==> src/rtl/exponential_unit_if.sv <==
// Start/done handshake bundle for the fixed-point e^x evaluator.
interface exponential_unit_if;
  logic        start;
  logic [15:0] x;
  logic        done;
  logic [1:0]  intpart;
  logic [15:0] fracpart;

  modport master (output start, x, input done, intpart, fracpart);
  modport slave  (input start, x, output done, intpart, fracpart);
endinterface

==> src/rtl/exponential_unit.sv <==
// Sequential e^x for x in [0,1): 8-term Taylor series evaluated by Horner,
// one term per clock, result in Q2.16.
module exponential_unit (
  input  logic              clk,
  input  logic              rst,
  exponential_unit_if.slave bus
);
  typedef enum logic [1:0] {IDLE, CALC, DONE} state_e;

  state_e      state_q, state_d;
  logic [15:0] xr_q, xr_d;
  logic [17:0] acc_q, acc_d;
  logic [17:0] res_q, res_d;
  logic [3:0]  k_q, k_d;

  logic [16:0] coef;
  logic [17:0] p, q, acc_iter;

  // round(65536/k) in Q1.16
  always_comb begin
    case (k_q)
      4'd1:    coef = 17'd65536;
      4'd2:    coef = 17'd32768;
      4'd3:    coef = 17'd21845;
      4'd4:    coef = 17'd16384;
      4'd5:    coef = 17'd13107;
      4'd6:    coef = 17'd10923;
      4'd7:    coef = 17'd9362;
      4'd8:    coef = 17'd8192;
      default: coef = 17'd0;
    endcase
  end

  // Horner step: acc <- 1 + (acc*x)/k, both products truncated
  always_comb begin
    p        = 18'(({16'd0, acc_q} * {18'd0, xr_q}) >> 16);
    q        = 18'(({17'd0, p} * {18'd0, coef}) >> 16);
    acc_iter = 18'd65536 + q;
  end

  always_comb begin
    state_d = state_q;
    xr_d    = xr_q;
    acc_d   = acc_q;
    k_d     = k_q;
    res_d   = res_q;
    case (state_q)
      IDLE: if (bus.start) begin
        state_d = CALC;
        xr_d    = bus.x;
        acc_d   = 18'd65536;
        k_d     = 4'd8;
      end
      CALC: begin
        acc_d = acc_iter;
        k_d   = k_q - 4'd1;
        // the last term lands directly in the result register
        if (k_q <= 4'd1) begin
          state_d = DONE;
          res_d   = acc_iter;
        end
      end
      DONE:    state_d = IDLE;
      default: state_d = IDLE;
    endcase
  end

  always_ff @(posedge clk or negedge rst) begin
    if (!rst) begin
      state_q <= IDLE;
      xr_q    <= '0;
      acc_q   <= '0;
      res_q   <= '0;
      k_q     <= '0;
    end else begin
      state_q <= state_d;
      xr_q    <= xr_d;
      acc_q   <= acc_d;
      res_q   <= res_d;
      k_q     <= k_d;
    end
  end

  assign bus.done     = (state_q == DONE);
  assign bus.intpart  = res_q[17:16];
  assign bus.fracpart = res_q[15:0];
endmodule

==> src/flat_wrapper.sv <==
// flat-port wrapper written by rule: the top's interface ports become plain ports
module exponential_unit_flat 
  (clk, rst, bus_start, bus_x, bus_done, bus_intpart, bus_fracpart);
  exponential_unit_if bus_i ();
  input  logic clk;
  input  logic rst;
  input wire logic [$bits(bus_i.start)-1:0] bus_start;
  input wire logic [$bits(bus_i.x)-1:0] bus_x;
  output wire logic [$bits(bus_i.done)-1:0] bus_done;
  output wire logic [$bits(bus_i.intpart)-1:0] bus_intpart;
  output wire logic [$bits(bus_i.fracpart)-1:0] bus_fracpart;
  assign bus_i.start = bus_start;
  assign bus_i.x = bus_x;
  assign bus_done = bus_i.done;
  assign bus_intpart = bus_i.intpart;
  assign bus_fracpart = bus_i.fracpart;
  exponential_unit u_core (.clk(clk), .rst(rst), .bus(bus_i));
endmodule
==> config.mk <==
export PLATFORM = sky130hd
export DESIGN_NAME = exponential_unit_flat
export DESIGN_NICKNAME = d
export VERILOG_FILES = /design/src/rtl/exponential_unit_if.sv /design/src/rtl/exponential_unit.sv /design/src/flat_wrapper.sv
export SDC_FILE = /design/constraint.sdc
export NUM_CORES = 1
export LEC_CHECK = 0
export ABC_AREA = 1
export CORE_MARGIN = 5
export CORE_UTILIZATION = 45
export CTS_CLUSTER_SIZE = 40
export DETAILED_ROUTE_END_ITERATION = 6
export DONT_BUFFER_PORTS = 1
export PLACE_DENSITY_LB_ADDON = 0.12
export SKIP_CTS_REPAIR_TIMING = 1
export SLEW_MARGIN = 20
export SYNTH_ARGS = -nofsm -noshare
export SYNTH_HDL_FRONTEND = slang
export SYNTH_SLANG_ARGS = --single-unit
==> constraint.sdc <==
create_clock -name clk -period 13.3 [get_ports clk]
set_input_delay 2.66 -clock clk [delete_from_list [all_inputs] [get_ports clk]]
set_output_delay 2.66 -clock clk [all_outputs]
set_load 0.03 [all_outputs]
# Word level (Yosys, flattened, before mapping)
# Memory sizes are Yosys's and may differ from the RTL's.
# Cells that the tools add are included.
# Widths: inputs -> output; s select.
[classes] reduce_logical=6 n_addsub=2 mul=2 n_eq_ne=4 n_mux=7 magnitude_cmp=1
[ops] operator="$pmux 18 s2" n=1
[ops] operator="$mul 18x16->34" n=1
[ops] operator="$mul 18x17->34" n=1
[ops] operator="$add 17x18->18 const A" n=1
[ops] operator="$mux 18" n=1
[ops] operator="$pmux 4 s2" n=1
[ops] operator="$reduce_and 2->1" n=4
[ops] operator="$le 4x1->1 const B" n=1
[ops] operator="$mux 2" n=2
[ops] operator="$mux 4" n=1
[ops] operator="$pmux 2 s2" n=1
[ops] operator="$sub 4x1->4 const B" n=1
[ops] operator="$eq 2x1->1 const B" n=1
[ops] operator="$eq 2x2->1 const B" n=1
[ops] operator="$logic_not 2->1" n=1
[ops] operator="$ne 2x1->1 const B" n=1
[ops] operator="$ne 2x2->1 const B" n=1
[ops] operator="$reduce_bool 2->1" n=1
[word_totals] romBits=272 out_inout_bits=19 word_cells=28 ff_bits=58 inputBits=19 n_memories=1
[memory_table] memory="(no name shown)" words=16 word_bits=17 read_ports=1 rd_clocked_by_memory_dff=0 write_ports=0 line_no="exponential_unit.sv:21" source="case (k_q)"

# Longest topological paths before layout
# Gate-level depths: netlist (run 1).
[logic_depth] depth_word=4 mapped_depth=58 ltp_nobuf=56

# Worst setup path before layout (run 1)
# Ideal clock, no wire load.
[synth_timing] path_type="reg2reg" from="register u_core.xr_q[7]" to="register u_core.acc_q[8]" period_less_slack_ps=10402 path_buffers=3 arrival_time_ps=10284 required_ps=13182 path_stages_with_launch=47 path_slack_ps=2898 setup_ps=118 path_cell_list="dfrtp_1 > clkbuf_1 > clkbuf_1 > nand2_1 > fa_1 > inv_1 > fa_1 > inv_1 > fa_1 > inv_1 > fa_1 > fa_1 > inv_1 > fa_1 > inv_1 > ha_1 > nand2_1 > nor3_1 > (+11 left out) > fa_1 > inv_1 > fa_1 > inv_1 > fa_1 > inv_1 > fa_1 > inv_1 > ha_1 > nand2_1 > nor2_1 > a211oi_1 > nand2_1 > a21oi_1 > o21ai_0 > or2_1 > nand3_1 > nand2_1"
[synth_between] elab_chain_cells=4
[synth_rtl] item="start, declared" line_no="exponential_unit.sv:11" source="logic [15:0] xr_q, xr_d;"
[synth_rtl] item="start signal, assigned" line_no="exponential_unit.sv:77" source="xr_q <= xr_d;"
[synth_rtl] item="$mul 18x16->34" line_no="exponential_unit.sv:36" source="p = 18'(({16'd0, acc_q} * {18'd0, xr_q}) >> 16);"
[synth_rtl] item="$mul 18x17->34" line_no="exponential_unit.sv:37" source="q = 18'(({17'd0, p} * {18'd0, coef}) >> 16);"
[synth_rtl] item="$add 17x18->18" line_no="exponential_unit.sv:38" source="acc_iter = 18'd65536 + q;"
[synth_rtl] item="$pmux 18 s2" line_no="exponential_unit.sv:47" source="case (state_q)"
[synth_rtl] item="end signal, assigned" line_no="exponential_unit.sv:72" source="acc_q <= '0;"
[synth_rtl] item="end signal, assigned" line_no="exponential_unit.sv:78" source="acc_q <= acc_d;"
[synth_rtl] item="end, declared" line_no="exponential_unit.sv:12" source="logic [17:0] acc_q, acc_d;"
# No other way between the ends.
# A chain may end at the register's enable or synchronous reset.

# Worst setup path after layout (run 1)
[layout_timing] from="register u_core.acc_q[13]" to="register u_core.acc_q[11]"
[layout_between] elab_chain_cells=4
[layout_rtl] item="$mul 18x16->34" line_no="exponential_unit.sv:36"
[layout_rtl] item="$mul 18x17->34" line_no="exponential_unit.sv:37"
[layout_rtl] item="$add 17x18->18" line_no="exponential_unit.sv:38"
[layout_rtl] item="$pmux 18 s2" line_no="exponential_unit.sv:47"
# No other way between the ends.

==> metrics.md, run 1 <==
| Metric | Value |
|---|---|
| Via-per-instance ratio | 5.13 |
| Final Skew | 0.0126 ns |
| Top cell by count, worst path | fa_1 |
| CTS sink count | 58 |
| Critical path startpoint category | register |
| Outcome | finished, final reports clean |
| N_diodes | 0 |
| Die area | 0.0524 mm² |
| Yosys warns | 0 |
| Post-synthesis sequential area ratio | 6.73% |
| Clock latency on the worst-skew pair | 0.34 ns |
| Buf/Inv on CP | 8 |
| Crit-path leading delay family | adder cells |
| Worst-Margin Slew | 0.995 ns |
| Top-count cell post-synth | inv_1 |
| CP Depth | 41 |
| Final hold vios | 0 |
| CTS Buf Count | 9 |
| Starting Density | 45.3% |
| FMAX | 81.5 MHz |
| Port bufs | 0 |
| Syn nets | 3420 |
| WP data arrival | 12.50 ns |
| Worst path required time | 13.52 ns |
| Total Routed Length | 63.2 mm |
| Site Rows | 80 |
| Number of synthesized flops with an enable pin | 0 |
| Ports | 38 |
| Routed met3 length | 3.02 mm |
| Cell count after synthesis | 2733 |
| Initial antenna violation count | 1 |
| Netlist cell types | 50 |
| Vias in the first global route | 18100 |
| M1 wire length | 26.2 mm |
| Leading area contributor after synthesis | fa_1 |
| Filler cells | 4805 |
| Initial DRT Pass Iterations | 7 |
| Clock buffer depth | 2 |
| Final GP Congestion | 0.948 |
| Ys async rst share | 100% |
| Hold Path Cell Cnt | 1 |
| Worst-path clk slew | 0.06 ns |
| Slowest stage cell on the critical path | dfrtp_1 |
| # H-tree levels | 3 |
| First-pass GRT wire length | 102 mm |
| DR iter-0 viols | 1084 |
| Top sig layer | met5 |
| Post-route clock period utilization | 92.3% |
| Remaining DRCs | 0 |
| Mean routed wirelength per cell | 19.2 µm |
| Antenna Nets Post-Route | 0 |
| CP Max Fanout | 17 |
| WL met2 | 32.2 mm |
| Max incr delay on CP | 0.96 ns |
| Synth cell count leaders | 800 x inv_1, 582 x nand2_1, 452 x fa_1 |
| Finish-stage setup viols | 0 |
| Layout cells sized above 1 | 3.63% |
| Area occupied by multi-input gates | 0.0167 mm² |
| Synth Flop Type | dfrtp_1 |
| CTS tree | done |
| FF-to-FF path depth | 41 |
| Die W | 229 µm |
| Height of the die | 229 µm |
| Min Tclk post-route | 12.28 ns |
| Register Area | 0.00145 mm² |
| Max_cap viols | 0 |
| Fin. max-slew vios | 0 |
| Top cell type's share of synthesized area | 42.0% |
| Max-Slew Margin vs Limit | 33.6% |
| Setup crit end kind | register |
| Syn Std Cell Area | 0.0216 mm² |
| Tot GR Track Use | 24.8% |
| Clock Tree Root | clkbuf_16 |
| Post-DP HPWL | 53.1 mm |
| Total Neg Setup Slack | 0 ns |
| Via count | 16900 |
| Overflow after GRT | 0 |
| Largest net degree at the start of global routing | 59 |
| Worst setup path class | reg -> reg |
| Post-layout net count | 3354 |
| Core Area | 0.0475 mm² |
| RSZ-0062 raised after global routing | false |
| Synthesized area per cell | 7.89 µm² |
| Area grow syn2layout | 3.78% |
| Hold crit path type | reg -> reg |
| #FFs+latches synth | 58 |
| Synth area leaders | fa_1 42%, inv_1 14%, ha_1 13% |
-- cells in the final DEF (no fill, tap or decap), types with 4 or more instances in the layout --
cell type and count:
or2_2 9, nand3b_1 5, nand4_1 8, inv_2 13, nand2_2 15, nand3_1 68
ha_1 216, o21bai_1 5, xor2_1 15, nand3_2 4, inv_1 800, dfrtp_1 58
a21oi_1 71, nor3_1 9, xnor2_1 6, a21o_1 8, nor2_2 9, fa_1 452
or2_1 4, clkbuf_16 9, nand2_1 582, buf_4 16, nor2_1 190, o21ai_0 55
-- worst reg2reg max path, delay by kind of cell, from the launching register on --
family                     cells  cell delay, ns
adders and majority gates     14            6.77
DFF                            1            0.96
and+or+nand+nor               11            2.30
AOI/OAI and AO/OA              8            1.67
buffers and inverters          8            0.45
-- flip-flops by register name, indices dropped and copies added, names as in the netlist --
signal,count
u_core.acc_q,18
u_core.k_q,4
u_core.res_q,18
u_core.state_q,2
u_core.xr_q,16
-- final timing paths --
check	start	end	slack, ns
max	u_core.acc_q[13]$_DFFE_PN0P_	u_core.acc_q[11]$_DFFE_PN0P_	1.02
min	u_core.k_q[3]$_DFFE_PN0P_	u_core.k_q[3]$_DFFE_PN0P_	0.61
min in group asynchronous	rst	u_core.res_q[15]$_DFFE_PN0P_	2.01
max reg2reg	u_core.acc_q[13]$_DFFE_PN0P_	u_core.acc_q[11]$_DFFE_PN0P_	1.02
max in group asynchronous	rst	u_core.xr_q[1]$_DFFE_PN0P_	11.19
min reg2reg	u_core.k_q[3]$_DFFE_PN0P_	u_core.k_q[3]$_DFFE_PN0P_	0.61
-- cell families (layout without fill, tap and decap cells) --
group | after synthesis | in the layout | share of synthesized area (%)
compound gates | 159 | 159 | 4.13
flops | 58 | 58 | 6.73
xor+xnor | 26 | 26 | 1.34
simple gates | 912 | 912 | 17.3
fa+ha+maj | 668 | 668 | 54.5
buf+inv | 910 | 849 | 16.0
-- metrics by stage --
stage                     hold WS, ns  std cells  cell area (µm²)  worst slack [ns]  utilization, %
after floorplan                 0.534       2733            21600              2.90               -
after global placement          0.589       3271            22100              1.17            46.4
after detailed placement        0.606       3271            22100              1.07            46.4
after CTS                       0.613       3287            22400              1.06            47.1
after global routing            0.645       3287            22400             0.195            47.1
final                           0.613       3287            22400              1.02            47.1
-- area by class of cell --
| type | count | share of cell area, % |
|---|---|---|
| clock buffers | 9 | 1.01 |
| clock inverters | 7 | 0.347 |
| inverters | 817 | 13.7 |
| multi-input cells | 1765 | 74.5 |
| flip-flops and latches | 58 | 6.49 |
| well taps | 615 | 3.44 |
| repair buffers | 16 | 0.537 |
-- metal layers --
layer / vias up / GRT usage [%]
met3: 104 / 2.73
li1: 7720 / -
met5: - / 0
met4: 4 / 6.67
met2: 443 / 44.0
met1: 8600 / 32.5
Power of run 1 is not shown: default switching activity piles up to over one toggle a cycle in this logic, so the estimate is an artifact.
==> run 2, diff against run 1 <==
Settings changed: SETUP_SLACK_MARGIN set to 0.2, SLEW_MARGIN 20 to not set.
Clock period 13.3 ns to 14 ns, I/O delays scaled along.
==> metrics.md, run 2 (synthesis results as in run 1) <==
| Metric | Value |
|---|---|
| CP Max Fanout | 17 (unchanged) |
| DR iter-0 viols | 1247 (was 1084) |
| Remaining DRCs | 0 (unchanged) |
| Initial antenna violation count | 1 (unchanged) |
| DP Area | 0.0220 mm² (was 0.0221 mm²) |
| Worst path required time | 14.20 ns (was 13.52 ns) |
| Slowest stage cell on the critical path | dfrtp_1 (unchanged) |
| Via-per-instance ratio | 5.11 (was 5.13) |
| Starting Density | 45.3% (unchanged) |
| Initial DRT Pass Iterations | 5 (was 7) |
| Fin. max-slew vios | 0 (unchanged) |
| Max incr delay on CP | 0.85 ns (was 0.96 ns) |
| Die W | 229 µm (unchanged) |
| Via count | 16800 (was 16900) |
| Tot GR Track Use | 24.9% (was 24.8%) |
| Area occupied by multi-input gates | 0.0167 mm² (unchanged) |
| Critical path startpoint category | register (unchanged) |
| Final hold vios | 0 (unchanged) |
| Hold crit path type | reg -> reg (unchanged) |
| Die area | 0.0524 mm² (unchanged) |
| Leading cell types in the layout, fill and taps excluded | 800 x inv_1, 582 x nand2_1, 452 x fa_1, 216 x ha_1, 190 x nor2_1 (unchanged) |
| Final GP Congestion | 0.940 (was 0.948) |
| Commonest non-fill, non-tap cell in the layout | inv_1 (unchanged) |
| Height of the die | 229 µm (unchanged) |
| Post-route cell area | 0.0224 mm² (about the same) |
| Worst setup path class | reg -> reg (unchanged) |
| Overflow after GRT | 0 (unchanged) |
| Top flop regs | u_core.acc_q x18, u_core.res_q x18, u_core.xr_q x16 (unchanged) |
| Core Area | 0.0475 mm² (unchanged) |
| Clock latency on the worst-skew pair | 0.33 ns (was 0.34 ns) |
| CTS sink count | 58 (unchanged) |
| CTS Buf Count | 9 (unchanged) |
| Mean routed wirelength per cell | 19.3 µm (was 19.2 µm) |
| Total Neg Setup Slack | 0 ns (unchanged) |
| Post-DP HPWL | 53.2 mm (was 53.1 mm) |
| Max-Slew Margin vs Limit | 22.8% (was 33.6%) |
| Setup crit end kind | register (unchanged) |
| Clock Tree Root | clkbuf_16 (unchanged) |
| Vias in the first global route | 18300 (was 18100) |
| WP data arrival | 12.70 ns (was 12.50 ns) |
| Finish-stage setup viols | 0 (unchanged) |
| Outcome | finished, final reports clean (unchanged) |
| Largest net degree at the start of global routing | 59 (unchanged) |
| Site Rows | 80 (unchanged) |
| CTS tree | done (unchanged) |
| FMAX | 80.1 MHz (was 81.5 MHz) |
| Final worst slack | 1.51 ns (was 1.02 ns) |
| Top cell by count, worst path | fa_1 (unchanged) |
| Worst-Margin Slew | 1.15 ns (was 0.995 ns) |
| Ports | 38 (unchanged) |
| Worst-path clk slew | 0.05 ns (was 0.06 ns) |
| Final Skew | 0.0106 ns (was 0.0126 ns) |
| Min Hold Slack | 0.518 ns (was 0.613 ns) |
| Max_cap viols | 0 (unchanged) |
| First-pass GRT wire length | 102 mm (about the same) |
| RSZ-0062 raised after global routing | false (unchanged) |
| Post-route clock period utilization | 89.2% (was 92.3%) |
| Filler cells | 4769 (was 4805) |
| Area grow syn2layout | 3.73% (was 3.78%) |
| # H-tree levels | 3 (unchanged) |
| Register Area | 0.00145 mm² (unchanged) |
| Antenna Nets Post-Route | 0 (unchanged) |
| Pre-CTS setup slack | 1.64 ns (was 1.07 ns) |
| Total Routed Length | 63.2 mm (about the same) |
| Clock buffer depth | 2 (unchanged) |
| Post-layout net count | 3349 (was 3354) |
| N_diodes | 0 (unchanged) |
| Port bufs | 0 (unchanged) |
| Min Tclk post-route | 12.49 ns (was 12.28 ns) |
| Layout cells sized above 1 | 3.45% (was 3.63%) |
-- run 2: path summary, 6_finish.rpt --
path	end	cells after the start	slack, ns	start
max	u_core.acc_q[15]$_DFFE_PN0P_	44	1.51	u_core.acc_q[12]$_DFFE_PN0P_
min reg2reg	u_core.acc_q[0]$_DFFE_PN0P_	1	0.52	u_core.acc_q[0]$_DFFE_PN0P_
min in group asynchronous	u_core.res_q[3]$_DFFE_PN0P_	0	2.16	rst
max reg2reg	u_core.acc_q[15]$_DFFE_PN0P_	44	1.51	u_core.acc_q[12]$_DFFE_PN0P_
max in group asynchronous	u_core.xr_q[2]$_DFFE_PN0P_	0	11.73	rst
min	u_core.acc_q[0]$_DFFE_PN0P_	1	0.52	u_core.acc_q[0]$_DFFE_PN0P_
-- run 2: critical path: cells and delay by family, from the launching register on --
family	cells	cell delay, ns
AOI/OAI and AO/OA	3	0.80
adders and majority gates	14	6.71
DFF	1	0.85
buffers and inverters	10	0.68
and+or+nand+nor	17	3.31
-- run 2: metal layers --
layer | vias up | part of all wire (%) | GRT usage (%)
li1 | 7687 | - | -
met1 | 8455 | 40 | 31.4
met2 | 497 | 50 | 44.4
met3 | 118 | 5.9 | 3.01
met4 | 2 | 4.1 | 8.38
met5 | - | 0.017 | 0
-- run 2: through the flow --
| step | std cells | utilization, % |
|---|---|---|
| final | 3282 | 47.0 |
| after floorplan | 2733 | - |
| after global routing | 3282 | 47.0 |
| after global placement | 3266 | 46.3 |
| after CTS | 3282 | 47.0 |
| after detailed placement | 3266 | 46.3 |
-- run 2: cell type report --
| type | instances | share of cell area (%) |
|---|---|---|
| well taps | 615 | 3.44 |
| clock inverters | 6 | 0.403 |
| flip-flops and latches | 58 | 6.49 |
| repair buffers | 11 | 0.369 |
| inverters | 817 | 13.7 |
| multi-input cells | 1765 | 74.5 |
| clock buffers | 10 | 1.07 |
Power of run 2 is left out for the same reason.
